**src/rtl/gactx_kernel_ctrl_if.sv**
```systemverilog
// Host/channel-facing signal bundle of the GACTX ap_ctrl block.
// The master side drives the host and channel requests. The slave side is the controller.
interface gactx_kernel_ctrl_if #(
  parameter int unsigned NUM_CH = 2,
  parameter int unsigned CYC_W  = 48,
  parameter int unsigned TMO_W  = 32
);
  logic              ap_start;
  logic              ap_continue;
  logic              ap_idle;
  logic              ap_done;
  logic              ap_ready;
  logic [NUM_CH-1:0] ch_enable;
  logic [TMO_W-1:0]  timeout_cycles;
  logic [NUM_CH-1:0] ch_start;
  logic [NUM_CH-1:0] ch_done;
  logic              ch_abort;
  logic [NUM_CH-1:0] done_mask;
  logic              timed_out;
  logic [CYC_W-1:0]  run_cycles;

  modport master (
    output ap_start, ap_continue, ch_enable, timeout_cycles, ch_done,
    input  ap_idle, ap_done, ap_ready, ch_start, ch_abort, done_mask, timed_out, run_cycles
  );

  modport slave (
    input  ap_start, ap_continue, ch_enable, timeout_cycles, ch_done,
    output ap_idle, ap_done, ap_ready, ch_start, ch_abort, done_mask, timed_out, run_cycles
  );
endinterface

```
**src/rtl/gactx_kernel_ctrl.sv**
```systemverilog
// ap_ctrl sequencer for the GACTX channel engines: it fans out the start pulse and collects
// sticky per-channel done bits. It completes in hs or chain mode and has a watchdog abort.
module gactx_kernel_ctrl #(
  parameter int unsigned NUM_CH     = 2,
  parameter int unsigned CYC_W      = 48,
  parameter int unsigned TMO_W      = 32,
  parameter bit          CHAIN_MODE = 1'b0
) (
  input  logic                ap_clk,
  input  logic                ap_rst_n,
  gactx_kernel_ctrl_if.slave  ctrl
);

  // Compare width wide enough that run_cycles + 1 never wraps against the limit.
  localparam int unsigned CmpW = (CYC_W + 1 > TMO_W) ? CYC_W + 1 : TMO_W;

  typedef enum logic [1:0] {StIdle, StRun, StDone} state_e;

  state_e            state_q, state_d;
  logic              start_r_q;
  logic [NUM_CH-1:0] en_q, en_d;
  logic [TMO_W-1:0]  tmo_q, tmo_d;
  logic [NUM_CH-1:0] done_mask_q, done_mask_d;
  logic              timed_out_q, timed_out_d;
  logic [CYC_W-1:0]  run_cycles_q, run_cycles_d;
  logic [NUM_CH-1:0] ch_start_q, ch_start_d;
  logic              ch_abort_q, ch_abort_d;

  logic              start_pulse;
  logic [NUM_CH-1:0] mask_hit;
  logic              all_done;
  logic              tmo_hit;

  assign start_pulse = ctrl.ap_start & ~start_r_q;
  assign mask_hit    = done_mask_q | (ctrl.ch_done & en_q);
  assign all_done    = (mask_hit == en_q);
  assign tmo_hit     = (tmo_q != '0) &&
                       ((CmpW'(run_cycles_q) + CmpW'(1)) == CmpW'(tmo_q));

  // State register
  always_ff @(posedge ap_clk) begin
    if (!ap_rst_n) begin
      state_q <= StIdle;
    end else begin
      state_q <= state_d;
    end
  end

  // Next-state logic
  always_comb begin
    state_d = state_q;
    unique case (state_q)
      StIdle: begin
        if (start_pulse) begin
          state_d = (ctrl.ch_enable != '0) ? StRun : StDone;
        end
      end
      StRun: begin
        if (all_done || tmo_hit) begin
          state_d = StDone;
        end
      end
      StDone: begin
        if (!CHAIN_MODE || ctrl.ap_continue) begin
          state_d = StIdle;
        end
      end
      default: state_d = StIdle;
    endcase
  end

  // Output logic
  always_comb begin
    ctrl.ap_idle  = (state_q == StIdle);
    ctrl.ap_done  = (state_q == StDone);
    ctrl.ap_ready = (state_q == StDone);
  end

  // Datapath next-state: run bookkeeping and the registered start/abort pulses
  always_comb begin
    en_d         = en_q;
    tmo_d        = tmo_q;
    done_mask_d  = done_mask_q;
    timed_out_d  = timed_out_q;
    run_cycles_d = run_cycles_q;
    ch_start_d   = '0;
    ch_abort_d   = 1'b0;
    unique case (state_q)
      StIdle: begin
        if (start_pulse) begin
          en_d         = ctrl.ch_enable;
          tmo_d        = ctrl.timeout_cycles;
          done_mask_d  = '0;
          timed_out_d  = 1'b0;
          run_cycles_d = '0;
          ch_start_d   = ctrl.ch_enable;
        end
      end
      StRun: begin
        done_mask_d = mask_hit;
        if (run_cycles_q != '1) begin
          run_cycles_d = run_cycles_q + CYC_W'(1);
        end
        // Completion on the watchdog cycle takes priority over the abort.
        if (!all_done && tmo_hit) begin
          ch_abort_d  = 1'b1;
          timed_out_d = 1'b1;
        end
      end
      default: ;
    endcase
  end

  always_ff @(posedge ap_clk) begin
    if (!ap_rst_n) begin
      start_r_q    <= 1'b0;
      en_q         <= '0;
      tmo_q        <= '0;
      done_mask_q  <= '0;
      timed_out_q  <= 1'b0;
      run_cycles_q <= '0;
      ch_start_q   <= '0;
      ch_abort_q   <= 1'b0;
    end else begin
      start_r_q    <= ctrl.ap_start;
      en_q         <= en_d;
      tmo_q        <= tmo_d;
      done_mask_q  <= done_mask_d;
      timed_out_q  <= timed_out_d;
      run_cycles_q <= run_cycles_d;
      ch_start_q   <= ch_start_d;
      ch_abort_q   <= ch_abort_d;
    end
  end

  assign ctrl.ch_start   = ch_start_q;
  assign ctrl.ch_abort   = ch_abort_q;
  assign ctrl.done_mask  = done_mask_q;
  assign ctrl.timed_out  = timed_out_q;
  assign ctrl.run_cycles = run_cycles_q;

endmodule

```
**src/flat_wrapper.sv**
```systemverilog
// flat-port wrapper written by rule: the top's interface ports become plain ports
module gactx_kernel_ctrl_flat 
#(
  parameter int unsigned NUM_CH     = 2,
  parameter int unsigned CYC_W      = 48,
  parameter int unsigned TMO_W      = 32,
  parameter bit          CHAIN_MODE = 1'b0
)
  (ap_clk, ap_rst_n, ctrl_ap_start, ctrl_ap_continue, ctrl_ch_enable, ctrl_timeout_cycles, ctrl_ch_done, ctrl_ap_idle, ctrl_ap_done, ctrl_ap_ready, ctrl_ch_start, ctrl_ch_abort, ctrl_done_mask, ctrl_timed_out, ctrl_run_cycles);
  gactx_kernel_ctrl_if #(.NUM_CH(NUM_CH), .CYC_W(CYC_W), .TMO_W(TMO_W)) ctrl_i ();
  input  logic ap_clk;
  input  logic ap_rst_n;
  input wire logic [$bits(ctrl_i.ap_start)-1:0] ctrl_ap_start;
  input wire logic [$bits(ctrl_i.ap_continue)-1:0] ctrl_ap_continue;
  input wire logic [$bits(ctrl_i.ch_enable)-1:0] ctrl_ch_enable;
  input wire logic [$bits(ctrl_i.timeout_cycles)-1:0] ctrl_timeout_cycles;
  input wire logic [$bits(ctrl_i.ch_done)-1:0] ctrl_ch_done;
  output wire logic [$bits(ctrl_i.ap_idle)-1:0] ctrl_ap_idle;
  output wire logic [$bits(ctrl_i.ap_done)-1:0] ctrl_ap_done;
  output wire logic [$bits(ctrl_i.ap_ready)-1:0] ctrl_ap_ready;
  output wire logic [$bits(ctrl_i.ch_start)-1:0] ctrl_ch_start;
  output wire logic [$bits(ctrl_i.ch_abort)-1:0] ctrl_ch_abort;
  output wire logic [$bits(ctrl_i.done_mask)-1:0] ctrl_done_mask;
  output wire logic [$bits(ctrl_i.timed_out)-1:0] ctrl_timed_out;
  output wire logic [$bits(ctrl_i.run_cycles)-1:0] ctrl_run_cycles;
  assign ctrl_i.ap_start = ctrl_ap_start;
  assign ctrl_i.ap_continue = ctrl_ap_continue;
  assign ctrl_i.ch_enable = ctrl_ch_enable;
  assign ctrl_i.timeout_cycles = ctrl_timeout_cycles;
  assign ctrl_i.ch_done = ctrl_ch_done;
  assign ctrl_ap_idle = ctrl_i.ap_idle;
  assign ctrl_ap_done = ctrl_i.ap_done;
  assign ctrl_ap_ready = ctrl_i.ap_ready;
  assign ctrl_ch_start = ctrl_i.ch_start;
  assign ctrl_ch_abort = ctrl_i.ch_abort;
  assign ctrl_done_mask = ctrl_i.done_mask;
  assign ctrl_timed_out = ctrl_i.timed_out;
  assign ctrl_run_cycles = ctrl_i.run_cycles;
  gactx_kernel_ctrl #(.NUM_CH(NUM_CH), .CYC_W(CYC_W), .TMO_W(TMO_W), .CHAIN_MODE(CHAIN_MODE)) u_core (.ap_clk(ap_clk), .ap_rst_n(ap_rst_n), .ctrl(ctrl_i));
endmodule
```
**config.mk**
```make
export PLATFORM = sky130hd
export DESIGN_NAME = gactx_kernel_ctrl_flat
export DESIGN_NICKNAME = d
export VERILOG_FILES = /design/src/rtl/gactx_kernel_ctrl_if.sv /design/src/rtl/gactx_kernel_ctrl.sv /design/src/flat_wrapper.sv
export SDC_FILE = /design/constraint.sdc
export NUM_CORES = 1
export LEC_CHECK = 0
export ABC_AREA = 1
export CAP_MARGIN = 15
export CORE_MARGIN = 8
export CORE_UTILIZATION = 45
export CTS_CLUSTER_DIAMETER = 200
export DETAILED_ROUTE_END_ITERATION = 10
export GPL_TIMING_DRIVEN = 0
export PLACE_DENSITY = 0.78
export SYNTH_ARGS = -nofsm -noshare
export SYNTH_HDL_FRONTEND = slang
export SYNTH_SLANG_ARGS = --single-unit
export TNS_END_PERCENT = 100
```
**constraint.sdc**
```tcl
create_clock -name ap_clk -period 2.6 [get_ports ap_clk]
set_input_delay 0.52 -clock ap_clk [delete_from_list [all_inputs] [get_ports ap_clk]]
set_output_delay 0.52 -clock ap_clk [all_outputs]
set_load 0.05 [all_outputs]
```
# Word-level counts from Yosys, hierarchy flattened
# Cells that the tools add are included.
# W data, S select, Z words.
dict set report classes {
  bitwise_logic 4
  n_addsub 2
  n_eq_ne 9
  n_reduce_logical 15
  muxes 13
}
# operator n
set ops {}
lappend ops {{$mux W48} 2}
lappend ops {{$pmux W48 S2} 1}
lappend ops {{$add A48 B1 Y49 const B} 1}
lappend ops {{$eq A49 B32 Y1} 1}
lappend ops {{$add A48 B1 Y48 const B} 1}
lappend ops {{$ne A48 B48 Y1 const B} 1}
lappend ops {{$reduce_bool A32 Y1} 1}
lappend ops {{$reduce_and A3 Y1} 3}
lappend ops {{$mux W2} 4}
lappend ops {{$ne A2 B1 Y1 const B} 4}
lappend ops {{$pmux W2 S2} 2}
lappend ops {{$reduce_and A2 Y1} 4}
lappend ops {{$reduce_bool A2 Y1} 2}
lappend ops {{$mux W1} 3}
lappend ops {{$and A2 B2 Y2} 1}
lappend ops {{$eq A2 B1 Y1 const B} 1}
lappend ops {{$eq A2 B2 Y1} 1}
lappend ops {{$eq A2 B2 Y1 const B} 1}
lappend ops {{$logic_and A1 B1 Y1} 2}
lappend ops {{$logic_not A2 Y1} 1}
lappend ops {{$or A2 B2 Y2} 1}
lappend ops {{$pmux W1 S2} 1}
lappend ops {{$and A1 B1 Y1} 1}
lappend ops {{$logic_not A1 Y1} 1}
lappend ops {{other kinds (2)} 2}
dict set report word_totals {
  reg_bits 91
  elab_cells 52
  out_inout_bits 57
  inputBits 40
}

# Longest topological paths before layout
dict set report depth {
  word_depth 7
  mapped_depth 18
  mapped_depth_nobuf 17
}

# Worst setup path after synthesis
# No wires, ideal clock.
dict set report synth_path {
  path_kind {flip-flop to flip-flop}
  start {register u_core.run_cycles_q[0], in the netlist u_core.ctrl.run_cycles[0]}
  end {register u_core.state_q[0]}
  required_time_ps 2487
  path_buffers 1
  period_less_slack_ps 2482
  stages_incl_launch_ff 18
  setup_time_ps 113
  slack_ps 118
  arrival_time_ps 2368
  path_cell_list {dfxtp_1 ha_1 nand2_2 nor2_4 nand2_1 nor2_2 buf_4 nand2_1 nand2_1 nand2_1 nand2_1 nand2_1 nor3_1 nand3_1 nor2_1 nand2_1 nand2_1 nand2_1}
}
dict set report synth_via {
  elab_chain_cells 6
}
# item line
set synth_lines {}
lappend synth_lines {{start, declared} gactx_kernel_ctrl.sv:25} ;# logic [CYC_W-1:0] run_cycles_q, run_cycles_d;
lappend synth_lines {{start signal, assigned} gactx_kernel_ctrl.sv:130} ;# run_cycles_q <= run_cycles_d;
lappend synth_lines {{$add A48 B1 Y49} gactx_kernel_ctrl.sv:38} ;# ((CmpW'(run_cycles_q) + CmpW'(1)) == CmpW'(tmo_q));
lappend synth_lines {{$eq A49 B32 Y1} gactx_kernel_ctrl.sv:38}
lappend synth_lines {{$logic_and A1 B1 Y1} gactx_kernel_ctrl.sv:37} ;# assign tmo_hit = (tmo_q != '0) &&
lappend synth_lines {{$logic_or A1 B1 Y1} gactx_kernel_ctrl.sv:59} ;# if (all_done || tmo_hit) begin
lappend synth_lines {{$ne A2 B1 Y1 (no source line)} n/a}
lappend synth_lines {{$reduce_and A2 Y1 (no source line)} n/a}
lappend synth_lines {{end signal, assigned} gactx_kernel_ctrl.sv:43} ;# state_q <= StIdle;
lappend synth_lines {{end signal, assigned} gactx_kernel_ctrl.sv:45} ;# state_q <= state_d;
lappend synth_lines {{end, declared} gactx_kernel_ctrl.sv:19} ;# state_e state_q, state_d;
# Every way passes these cells.
# A chain may end at the register's enable or synchronous reset.

# Worst setup path in the final report
# Same ends and word-level chain as after synthesis.

==> out/qor.yml <==
clk_pin_slew_ns: 0.07
met3_length_um: 1890
vias_per_cell: 5.38
critical_path_class: "reg -> reg"
synthTopCellsByArea: "dfxtp_1 (30%), nand2_1 (24%), nor2_1 (8.7%)"
cts_tree: "done"
cap_violations: 0
htree_num_levels: 3
worstSetupPathDepth: 16
crit_fanout: 6
routed_wl_um: 23200
crit_buf_inv: 2
antenna_left: 0
clockBufferDepth: 2
worstRegToRegCells: 16
slowest_stage: "dfxtp_4"
timing.final.crit_share_pct: 94.9
antenna_found_initial: 0
synth_top_area_share_pct: 30.3
critPathTopFamily: "simple AND/OR/NAND/NOR gates"
fin_tns_setup_ns: 0
max_slew_margin_pct: 45.4
max_stage_delay_ns: 0.40
hp-start: "u_core.ctrl.timed_out"
die_w_um: 132
layout_commonest_cell: "nand2_1"
initial_core_util_pct: 45.8
drt_first_pass_iters: 6
grt_max_degree: 17
core_mm2: 0.0131
drive_above_1_share_pct: 9.40
final_hold_viol_count: 0
cp-start-kind: "flop"
fmax_mhz: 405
hold_slack_ns: 0.474
final_cell_mix: "nand2_1 (374), nor2_1 (121), inv_1 (108)"
crit_top_cell: "nand2_1"
route.detailed.drc: 0
rows: 42
syn_area_mm2: 0.00602
arrival_ns: 2.72
synthToLayoutAreaGrowth_pct: 29.9
die_y_um: 132
stdcell_count: 1346
hold_path_end: "u_core.ctrl.timed_out"
synth_seq_cells: 91
yosysUniqueCellTypes: 33
clock_insertion_delay_worst_skew_ns: 0.36
grt_pass1_wl_um: 35900
yosysSeqAreaShare_pct: 30.3
power_density_mw_per_mm2: 453
path_cells: "ha_4 > nand2_4 > nor2_4 > nand2_2 > nor2_4 > buf_4 > clkbuf_16 > nand3_1 > nand3_1 > nand2_1 > nor2_1 > nand3_1 > nor2_2 > nand2_1 > nand2_1 > nand2_1"
outcome: "complete, no violations"
numCtsBuffers: 9
rr_endpoint: "u_core.state_q[0]"
end_kind: "flop"
nNetsFinal: 1206
num_io_pins: 97
ctsRootBufferMaster: "clkbuf_16"
synth_largest_area_cell: "dfxtp_1"
fin_crit_ns: 2.47
vdd_drop_max_uv: 367
synth.avg_cell_area_um2: 5.77
via_count: 7242
ys_warn_count: 0
synth.net_count: 1084
diodes: 0
tightestPinTransition_ns: 0.819
setup_viol_count_final: 0
hold_buffers: 0
whs_path_depth: 2
top_layer: "met4"
hp-class: "reg -> reg"
drtIter0Drc: 758
die_area_mm2: 0.0173
cp.required_ns: 2.85
rrSetupSlack_ns: 0.13
grt_pass1_vias: 6723
cts.sinks: 91
gp_congestion: 0.975
post-route-util_pct: 59.5
grt_util_all_layers_pct: 26.1
slew_violations: 0
p_leak_nw: 3.01
grt_overflow: 0
dp.cells: 1314
wl_met1_um: 10300
fin_worst_skew_ns: 0.0115
postSynthCellCount: 1043
routedWlPerCell_um: 17.2
worstReg2RegStart: "u_core.ctrl.run_cycles[0]"
place.port_buffers: 95
place_hpwl_um: 18100
wl_met2_um: 10100
where the power goes:
| group | switching, mW | internal (mW) |
|---|---|---|
| clock network | 0.616 | 0.753 |
| logic | 0.434 | 0.241 |
| registers | 0.0435 | 1.45 |
area by class of cell:
cell class,instances,area (um^2)
tap,176,220
clock buffer,9,225
sequential,91,1850
fill,1343,5320
multi-input combinational,811,3770
timing repair buffer,111,1100
clock inverter,7,73.8
buffer,30,169
inverter,111,417
how the worst max path moves through the flow:
| stage | slack (ns) | startpoint | to |
|---|---|---|---|
| after floorplan | 0.12 | u_core.ctrl.run_cycles[0] | u_core.state_q[0] |
| after global placement | -0.22 | u_core.ctrl.run_cycles[18] | u_core.state_q[1] |
| after detailed placement | -0.25 | u_core.ctrl.run_cycles[0] | u_core.state_q[0] |
| after CTS | 0.002 | u_core.ctrl.run_cycles[17] | u_core.state_q[1] |
| after global routing | -0.03 | u_core.ctrl.run_cycles[11] | u_core.state_q[0] |
| final | 0.13 | u_core.ctrl.run_cycles[0] | u_core.state_q[0] |
synthesized netlist by cell type, drive strengths merged:
cell type,instances
a21oi,84
a31o,1
nand3,98
nor3,1
buf,11
xnor3,5
inv,109
nor4,1
o211ai,1
nand4,16
and2,2
o21ai,39
xnor2,3
nor2,155
dfxtp,91
nand2,386
clkbuf,19
nand3b,10
o21bai,1
nor2b,1
o22ai,1
clkinv,2
xor2,5
ha,1
flip-flops by register name, indices dropped and copies added, names as in the netlist:
| signal | count |
|---|---|
| u_core.ctrl.ch_abort | 1 |
| u_core.tmo_q | 32 |
| u_core.en_q | 2 |
| u_core.ctrl.run_cycles | 48 |
| u_core.ctrl.ch_start | 2 |
| u_core.state_q | 2 |
| u_core.start_r_q | 1 |
| u_core.ctrl.timed_out | 1 |
| u_core.ctrl.done_mask | 2 |
kinds of logic (layout without fill, tap and decap cells):
family | Yosys count | after routing | synth area share, %
AND/OR/NAND/NOR | 670 | 670 | 46.3
adder cells (fa/ha/maj) | 1 | 1 | 0.208
buffers and inverters | 141 | 268 | 9.43
XOR/XNOR | 13 | 13 | 3.03
flip-flops | 91 | 91 | 30.3
AO/OA/AOI/OAI | 127 | 127 | 10.8
per-layer routing:
metal  GRT usage (%)  up-vias
li1                -     3563
met1            34.4     3301
met2            40.7      324
met3            4.73       54
met4            11.7        0
met5               0        -
worst min-delay path, stage by stage, from the launching register on:
cell and delay [ns]:
dfxtp_1 0.32, nand3_1 0.07, nand2_1 0.04
per-stage QoR:
stage / area, um^2 / power, mW / setup WS [ns]
global route: 7820 / 3.69 / -0.0306
detailed placement: 7190 / 2.18 / -0.255
floorplan: 6020 / 1.93 / 0.118
CTS: 7520 / 3.53 / 0.00232
finish: 7820 / 3.54 / 0.131
global placement: 7190 / 2.17 / -0.218
repair_timing:
action	4_1_cts	5_1_grt
cloned	0	1
gates resized for setup	10	53
pin swaps	1	13
buffers inserted	0	15
setup endpoints to repair	4	51
(Power assumes the default switching activity.)
